## src/rtl/vga_4bit_fetch_pkg.sv

```systemverilog
// Shared constants for the 4-bit VGA frame-buffer fetch path: register map,
// control/status bit positions, FSM encoding and default geometry.
package vga_4bit_fetch_pkg;

    localparam int DEF_FB_WORDS   = 38400;
    localparam int DEF_BURST      = 8;
    localparam int DEF_FIFO_DEPTH = 256;
    localparam int DEF_USEDW_W    = 9;

    localparam logic [1:0] REG_CTRL   = 2'd0;
    localparam logic [1:0] REG_BASE   = 2'd1;
    localparam logic [1:0] REG_STATUS = 2'd2;
    localparam logic [1:0] REG_FRAMES = 2'd3;

    localparam int CTRL_EN_BIT   = 0;
    localparam int STAT_BUSY_BIT = 0;
    localparam int STAT_LATE_BIT = 1;

    typedef enum logic [2:0] {
        ST_IDLE  = 3'd0,
        ST_SYNC  = 3'd1,
        ST_FLUSH = 3'd2,
        ST_CLEAR = 3'd3,
        ST_FETCH = 3'd4,
        ST_DRAIN = 3'd5
    } fetch_state_t;

endpackage

```

## src/rtl/vga_4bit_fetch_regs.sv

```systemverilog
// Avalon-MM control/status slave: enable, frame base, sticky late flag
// (write-1-to-clear) and the frame counter, read with one cycle of latency.
module vga_4bit_fetch_regs
    import vga_4bit_fetch_pkg::*;
(
    input  logic        clk,
    input  logic        reset,
    input  logic [1:0]  i_address,
    input  logic        i_write,
    input  logic        i_read,
    input  logic [31:0] i_writedata,
    output logic [31:0] o_readdata,
    input  logic        i_busy,
    input  logic        i_late_set,
    input  logic        i_frame_inc,
    output logic        o_enable,
    output logic [31:0] o_base
);

    logic        r_enable;
    logic [31:0] r_base;
    logic        r_late;
    logic [15:0] r_frames;
    logic [31:0] r_readdata;
    logic [31:0] w_rdmux;

    always_comb begin
        w_rdmux = '0;
        case (i_address)
            REG_CTRL:   w_rdmux[CTRL_EN_BIT] = r_enable;
            REG_BASE:   w_rdmux = r_base;
            REG_STATUS: begin
                w_rdmux[STAT_BUSY_BIT] = i_busy;
                w_rdmux[STAT_LATE_BIT] = r_late;
            end
            default:    w_rdmux[15:0] = r_frames;
        endcase
    end

    always_ff @(posedge clk) begin
        if (reset) begin
            r_enable   <= 1'b0;
            r_base     <= '0;
            r_late     <= 1'b0;
            r_frames   <= '0;
            r_readdata <= '0;
        end else begin
            if (i_write && i_address == REG_CTRL)
                r_enable <= i_writedata[CTRL_EN_BIT];
            if (i_write && i_address == REG_BASE)
                r_base <= {i_writedata[31:2], 2'b00};
            // A new late event wins over a simultaneous clear.
            if (i_late_set)
                r_late <= 1'b1;
            else if (i_write && i_address == REG_STATUS && i_writedata[STAT_LATE_BIT])
                r_late <= 1'b0;
            if (i_frame_inc)
                r_frames <= r_frames + 16'd1;
            if (i_read)
                r_readdata <= w_rdmux;
        end
    end

    assign o_readdata = r_readdata;
    assign o_enable   = r_enable;
    assign o_base     = r_base;

endmodule

```

## src/rtl/vga_4bit_fetch.sv

```systemverilog
// Frame-buffer fetch controller: credit-limited Avalon-MM burst reads into the
// pixel FIFO, realigned to every frame on the falling edge of vsync_n.
module vga_4bit_fetch
    import vga_4bit_fetch_pkg::*;
#(
    parameter int FB_WORDS   = DEF_FB_WORDS,
    parameter int BURST      = DEF_BURST,
    parameter int FIFO_DEPTH = DEF_FIFO_DEPTH,
    parameter int USEDW_W    = DEF_USEDW_W
)(
    input  logic               vga_clk,
    input  logic               reset,
    input  logic [1:0]         avs_address,
    input  logic               avs_write,
    input  logic               avs_read,
    input  logic [31:0]        avs_writedata,
    output logic [31:0]        avs_readdata,
    output logic [31:0]        avm_address,
    output logic               avm_read,
    output logic [6:0]         avm_burstcount,
    input  logic               avm_waitrequest,
    input  logic [31:0]        avm_readdata,
    input  logic               avm_readdatavalid,
    output logic               fifo_write,
    output logic [31:0]        fifo_writedata,
    input  logic [USEDW_W-1:0] fifo_wrusedw,
    output logic               fifo_clear,
    input  logic               vsync_n
);

    localparam int OUT_W = $clog2(FIFO_DEPTH + 1) + 1;
    localparam int REQ_W = $clog2(FB_WORDS + 1);
    localparam logic [OUT_W-1:0] BURST_O   = OUT_W'(BURST);
    localparam logic [REQ_W-1:0] BURST_R   = REQ_W'(BURST);
    localparam logic [REQ_W-1:0] FB_END    = REQ_W'(FB_WORDS);
    localparam logic [31:0]      ADDR_STEP = 32'(4 * BURST);

    fetch_state_t     r_state;
    logic             r_vs_q1, r_vs_q2;
    logic             r_avm_read;
    logic [31:0]      r_addr;
    logic [OUT_W-1:0] r_out;
    logic [REQ_W-1:0] r_req;
    logic             r_fifo_clear;

    logic             w_enable;
    logic [31:0]      w_base;
    logic             w_busy;
    logic             w_frame_start;
    logic             w_accept;
    logic             w_out_idle;
    logic             w_credit;
    logic             w_can_issue;
    logic             w_late_set;
    logic             w_discard;
    logic [OUT_W-1:0] w_out_next;

    vga_4bit_fetch_regs u_regs (
        .clk         (vga_clk),
        .reset       (reset),
        .i_address   (avs_address),
        .i_write     (avs_write),
        .i_read      (avs_read),
        .i_writedata (avs_writedata),
        .o_readdata  (avs_readdata),
        .i_busy      (w_busy),
        .i_late_set  (w_late_set),
        .i_frame_inc (r_state == ST_CLEAR),
        .o_enable    (w_enable),
        .o_base      (w_base)
    );

    assign w_frame_start = r_vs_q2 & ~r_vs_q1;
    assign w_accept      = r_avm_read & ~avm_waitrequest;
    // A request still held under waitrequest counts as in flight.
    assign w_out_idle    = (r_out == '0) & ~r_avm_read;
    assign w_credit      = (32'(fifo_wrusedw) + 32'(r_out) + 32'(BURST)) <= 32'(FIFO_DEPTH);
    assign w_can_issue   = (r_state == ST_FETCH) & w_enable & ~w_frame_start &
                           (r_req != FB_END) & w_credit & ~r_avm_read;
    assign w_late_set    = w_enable & w_frame_start &
                           ((r_state == ST_FETCH) | (r_state == ST_DRAIN));
    assign w_busy        = (r_state != ST_IDLE) & (r_state != ST_SYNC);
    assign w_discard     = reset | ~w_enable | (r_state == ST_IDLE) | (r_state == ST_FLUSH);

    always_comb begin
        w_out_next = r_out;
        if (w_accept)
            w_out_next = w_out_next + BURST_O;
        if (avm_readdatavalid && r_out != '0)
            w_out_next = w_out_next - OUT_W'(1);
    end

    always_ff @(posedge vga_clk) begin
        if (reset) begin
            r_state      <= ST_IDLE;
            r_vs_q1      <= 1'b0;
            r_vs_q2      <= 1'b0;
            r_avm_read   <= 1'b0;
            r_addr       <= '0;
            r_out        <= '0;
            r_req        <= '0;
            r_fifo_clear <= 1'b0;
        end else begin
            r_vs_q1      <= vsync_n;
            r_vs_q2      <= r_vs_q1;
            r_out        <= w_out_next;
            r_fifo_clear <= 1'b0;

            // Keep the request stable until accepted; re-evaluate credit a cycle later.
            if (!(r_avm_read && avm_waitrequest))
                r_avm_read <= w_can_issue;

            if (r_state == ST_CLEAR) begin
                r_addr <= {w_base[31:2], 2'b00};
                r_req  <= '0;
            end else if (w_accept) begin
                r_addr <= r_addr + ADDR_STEP;
                r_req  <= r_req + BURST_R;
            end

            if (!w_enable) begin
                if (w_out_idle)
                    r_state <= ST_IDLE;
            end else begin
                case (r_state)
                    ST_IDLE:  r_state <= ST_SYNC;
                    ST_SYNC:  if (w_frame_start) r_state <= ST_FLUSH;
                    ST_FLUSH: if (w_out_idle) begin
                        r_state      <= ST_CLEAR;
                        r_fifo_clear <= 1'b1;
                    end
                    ST_CLEAR: r_state <= ST_FETCH;
                    ST_FETCH: begin
                        if (w_frame_start)        r_state <= ST_FLUSH;
                        else if (r_req == FB_END) r_state <= ST_DRAIN;
                    end
                    ST_DRAIN: begin
                        if (w_frame_start)        r_state <= ST_FLUSH;
                        else if (r_out == '0)     r_state <= ST_SYNC;
                    end
                    default:  r_state <= ST_IDLE;
                endcase
            end
        end
    end

    assign avm_address    = r_addr;
    assign avm_read       = r_avm_read;
    assign avm_burstcount = 7'(BURST);
    assign fifo_write     = avm_readdatavalid & ~w_discard;
    assign fifo_writedata = avm_readdata;
    assign fifo_clear     = r_fifo_clear;

endmodule

```

## config.mk

```make
export PLATFORM = sky130hd
export DESIGN_NAME = vga_4bit_fetch
export DESIGN_NICKNAME = d
export VERILOG_FILES = /design/src/rtl/vga_4bit_fetch_pkg.sv /design/src/rtl/vga_4bit_fetch_regs.sv /design/src/rtl/vga_4bit_fetch.sv
export SDC_FILE = /design/constraint.sdc
export NUM_CORES = 1
export LEC_CHECK = 0
export BUFFER_PORTS_ARGS = -buffer_cell sky130_fd_sc_hd__buf_2
export CORE_UTILIZATION = 48
export CTS_CLUSTER_DIAMETER = 30
export CTS_CLUSTER_SIZE = 24
export DETAILED_ROUTE_END_ITERATION = 8
export PLACE_DENSITY_LB_ADDON = 0.15
export SLEW_MARGIN = 15
export SYNTH_ARGS = -nofsm -noshare
export SYNTH_HDL_FRONTEND = slang
export SYNTH_HIERARCHICAL = 1
export SYNTH_SLANG_ARGS = --single-unit
```

## constraint.sdc

```tcl
create_clock -name vga_clk -period 2.7 [get_ports vga_clk]
set_input_delay 0.54 -clock vga_clk [delete_from_list [all_inputs] [get_ports vga_clk]]
set_output_delay 0.54 -clock vga_clk [all_outputs]
set_load 0.02 [all_outputs]
```

# == Yosys cells after proc, flatten, opt, wreduce, memory -nomap -nowiden ==
# Cells that the tools add are included.
# word_totals
reg_bits,145
inputBits,82
out_inout_bits,106
wordCells,98
# op_classes
n_addsub,7
magnitude_cmp,1
eq_ne,14
mux,20
bitwise,23
reduce_logical,19
# op_table
cell,n
32-bit 2-to-1 mux,2
"32-bit by 6-bit adder with 32-bit output, second input constant",1
14-bit case mux with 2 select lines,1
3-bit 2-to-1 mux,8
10-bit 2-to-1 mux,2
3-bit case mux with 6 select lines,1
"16-bit by 1-bit adder with 16-bit output, second input constant",1
"16-bit by 4-bit adder with 16-bit output, second input constant",1
"16-bit == test, second input constant",1
16-bit 2-to-1 mux,1
"16-bit != test, second input constant",1
"11-bit by 4-bit adder with 12-bit output, second input constant",1
1-bit AND,12
"12-bit by 9-bit less-or-equal comparator with 1-bit output, second input constant",1
9-bit by 10-bit adder with 11-bit output,1
"10-bit by 4-bit adder with 10-bit output, second input constant",1
10-bit zero test,1
10-bit nonzero test,1
"10-bit by 1-bit subtractor with 10-bit output, second input constant",1
"4-bit != test, second input constant",2
1-bit inverter,7
"3-bit by 2-bit == test with 1-bit output, second input constant",2
"3-bit == test, second input constant",2
1-bit logical AND,6
17 further kinds,26

# == Depth between registers and ports, before layout ==
# depth
word_depth,7
ltp_mapped,10
mapped_depth_nobuf,10

# == Modules after synthesis ==
# The synthesis kept the hierarchy.
# by_module_without_submodules
module,instances,cells_each,area_per_inst_um2,seq_area_each_um2
vga_4bit_fetch,1,476,3935.0,1201.2
vga_4bit_fetch_regs,1,386,3243.1,1601.5

# == Worst setup path before layout ==
# OpenSTA, ideal clock, no wires.
# synth_timing
path_kind,input-to-reg
startpoint,in fifo_wrusedw[2]
endpoint,"reg r_avm_read, in the netlist avm_read"
setup_time_ns,0.087
t_arrival_ns,2.203
t_required_ns,2.613
path_slack_ns,0.410
path_stages,8
n_path_buf,0
cell_sequence,ha_1 > ha_1 > a211oi_1 > nor2_1 > a221oi_1 > xor2_1 > a21oi_1 > o31ai_1
# synth_between
elab_chain_cells,5
# synth_rtl
element,line,text
"start, declared",vga_4bit_fetch.sv:26,"input logic [USEDW_W-1:0] fifo_wrusedw,"
9-bit by 10-bit adder with 11-bit output,vga_4bit_fetch.sv:77,assign w_credit = (32'(fifo_wrusedw) + 32'(r_out) + 32'(BURST)) <= 32'(FIFO_DEPTH);
11-bit by 4-bit adder with 12-bit output,vga_4bit_fetch.sv:77,
12-bit by 9-bit less-or-equal comparator with 1-bit output,vga_4bit_fetch.sv:77,
1-bit AND (2 in series),vga_4bit_fetch.sv:79,(r_req != FB_END) & w_credit & ~r_avm_read;
"end signal, assigned",vga_4bit_fetch.sv:111,r_avm_read <= w_can_issue;
"end, declared",vga_4bit_fetch.sv:40,logic r_avm_read;
# No other way between the ends.
# A chain may end at the register's enable or synchronous reset.

# == Worst setup path in the final report ==
# layout_timing
startpoint,reg r_out[3]
endpoint,"reg r_avm_read, in the netlist avm_read"
# layout_between
elab_chain_cells,5
# layout_rtl
element,line,text
"start, declared",vga_4bit_fetch.sv:42,logic [OUT_W-1:0] r_out;
"start signal, assigned",vga_4bit_fetch.sv:106,r_out <= w_out_next;
9-bit by 10-bit adder with 11-bit output,vga_4bit_fetch.sv:77,
11-bit by 4-bit adder with 12-bit output,vga_4bit_fetch.sv:77,
12-bit by 9-bit less-or-equal comparator with 1-bit output,vga_4bit_fetch.sv:77,
1-bit AND (2 in series),vga_4bit_fetch.sv:79,
# No other way between the ends.

==> run_results.csv <==
group,metric,value,unit
floorplan,die_h,124,um
finish,fin_util,56.7,%
finish,seq_area,0.00280,mm^2
floorplan,start_util,49.3,%
global_routing,grt_pass1_vias,5417,
timing,slew-limit-headroom,51.4,%
worst_setup_path,critical_path.slowest_cell,"dfxtp_1",
timing,finalClockSkew,0.00688,ns
worst_setup_path,cpPeakStageDelay,0.45,ns
detailed_routing,post_drt_wl_per_cell,15.4,um
place,numPlacedInstances,1092,
finish,finish.net_count,1034,
timing,post-route-min-period,2.41,ns
clocking,h-tree-depth,4,
power,irDropWorstVdd,474,uV
detailed_routing,vias_per_cell,5.33,
global_routing,grt_first_pass_wirelength,27.5,mm
timing,hold_ws,0.346,ns
floorplan,ios,188,
synth,syn_area,0.00716,mm^2
status,status,"finished clean",
detailed_routing,drc,0,
clocking,cts_sinks,140,
worst_setup_path,path_max_fanout,6,
finish,area_growth,15.2,%
synth,avgSynthCellArea,8.33,um^2
detailed_routing,num_vias,5990,
clocking,cts_tree,"done",
timing,finalHoldViolCount,0,
power,power_density,746,mW/mm^2
clocking,cts_hold_buffers,0,
timing,period_share,89.4,%
power,power.leakage,3.48,nW
hold_path,min_from,"vsync_n",
floorplan,core,0.0145,mm^2
detailed_routing,ant_nets,0,
finish,multi_input_area,0.00383,mm^2
hold_path,hold_class,"primary input to register",
floorplan,row_count,44,
synth,netlist_instances,859,
timing,clock.fmax,414,MHz
timing,tns,0,ns
global_routing,grt_use_total,23.4,%
detailed_routing,first_iter_violations,401,
clocking,cts-root-buf,"clkbuf_16",
floorplan,dieArea,0.0154,mm^2
timing,final-setup-viol-count,0,
detailed_routing,drt_pass1_iterations,4,
timing,maxSlewViolCount,0,
run,maxCapViolCount,0,
place,gp_congestion,0.869,
place,place_area,0.00758,mm^2
global_routing,antenna_found_initial,2,
clocking,path_clk_slew,0.06,ns
worst_setup_path,critPathRequiredTime,3.03,ns
clocking,cts_setup_buffers,0,
worst_setup_path,crit_chain,"inv_1, ha_1, inv_1, ha_1, nor2_1, nor2_1, mux2i_1, a2111oi_2, a21oi_1, o31ai_1",
finish,drive_above_1_share,20.3,%
finish,stdcell_count,1124,
finish,antenna_cells,0,
worst_setup_path,rr_startpoint,"r_out[3]$_SDFF_PP0_",
detailed_routing,wirelength,17.3,mm
timing,worst-slew-pin-transition,0.729,ns
global_routing,grt_max_degree,65,
place,hpwlAfterDp,12.2,mm
finish,fillerInstances,1419,
worst_setup_path,crit_start,"r_out[3]$_SDFF_PP0_",
clocking,cts_made_buffers,17,
clocking,clock_latency,0.42,ns
timing,rsz0062_at_grt,"false",
synth,yosysWarnings,6,
worst_setup_path,critPathKind,"register to register",
worst_setup_path,critPathArrivalTime,2.75,ns
worst_setup_path,cp-start-kind,"register",
floorplan,fp.dieW,124,um
finish,stdcell_area,0.00825,mm^2
global_routing,grt-ovfl-total,0,
worst_setup_path,cp-end-kind,"register",
place,port_buffers,114,
clocking,clock_path_buffers,2,
## cells in the final DEF (no fill, tap or decap), types with 7 or more instances in the layout
master / n
a21oi_1: 74
xnor2_1: 21
inv_6: 7
nand4_1: 18
clkbuf_16: 17
nand2_1: 104
nor2_1: 109
inv_1: 20
conb_1: 9
nor3_1: 15
buf_4: 12
buf_2: 113
nor2b_1: 42
nand2b_1: 8
ha_1: 24
or3_1: 10
o21ai_0: 13
xor2_1: 36
nand3_1: 20
dfxtp_1: 140
mux2i_1: 8
mux2_2: 19
a211oi_1: 23
## routing by layer
layer	share of wire, %	global-route usage (%)	vias up
li1	-	-	3028
met1	45	29.4	2791
met2	49	37.9	144
met3	5.6	7.23	25
met4	1.1	7.59	2
met5	0.058	0	-
## where the power goes
group,switching (W),internal [W]
logic,0.000718,0.000544
clock network,0.000953,0.00166
registers,0.000126,0.00216
total,0.00180,0.00436
## flip-flops by register name (all words and copies together) (netlist names)
signal / flops
fifo_clear: 1
u_regs/o_base: 30
u_regs/o_enable: 1
avm_address: 30
u_regs/r_late: 1
avm_read: 1
r_out: 10
r_state: 3
r_vs_q2: 1
r_req: 13
u_regs/o_readdata: 32
r_vs_q1: 1
u_regs/r_frames: 16
## final cells by class
cell class,instances,area share (%)
clock inverter,15,2.81
timing repair buffer,125,7.95
clock buffer,17,5.16
sequential,140,34.0
multi-input combinational,623,46.4
inverter,20,0.910
tap,184,2.79
## critical path: cells and delay by family (launching register included)
kind	cells	cell delay (ns)
AO/OA/AOI/OAI	3	0.66
adder cells (fa/ha/maj)	2	0.60
flip-flops	1	0.45
AND/OR/NAND/NOR	2	0.30
buffers and inverters	2	0.16
multiplexers	1	0.15
## final timing paths
path	to	slack [ns]	cells after the start
worst max-delay path	avm_read$_SDFFE_PP0N_	0.29	10
worst min register to register	avm_address[4]$_SDFFE_PP0P_	0.46	2
worst max register to register	avm_read$_SDFFE_PP0N_	0.29	10
worst min-delay path	r_vs_q1$_SDFF_PP0_	0.35	2
## per-stage QoR
step / total power (W) / setup WS [ns]
floorplan: 0.00335 / 0.410
detailed placement: 0.00356 / 0.108
global route: 0.00645 / 0.0969
global placement: 0.00354 / 0.114
CTS: 0.00618 / 0.241
finish: 0.00616 / 0.285
## timing repair
item | in CTS | in global routing
endpoints found under the hold margin | 0 | 0
endpoints found under the setup margin | 0 | 1
gates resized for setup | 0 | 2
Power figures use the tool's default switching activity.
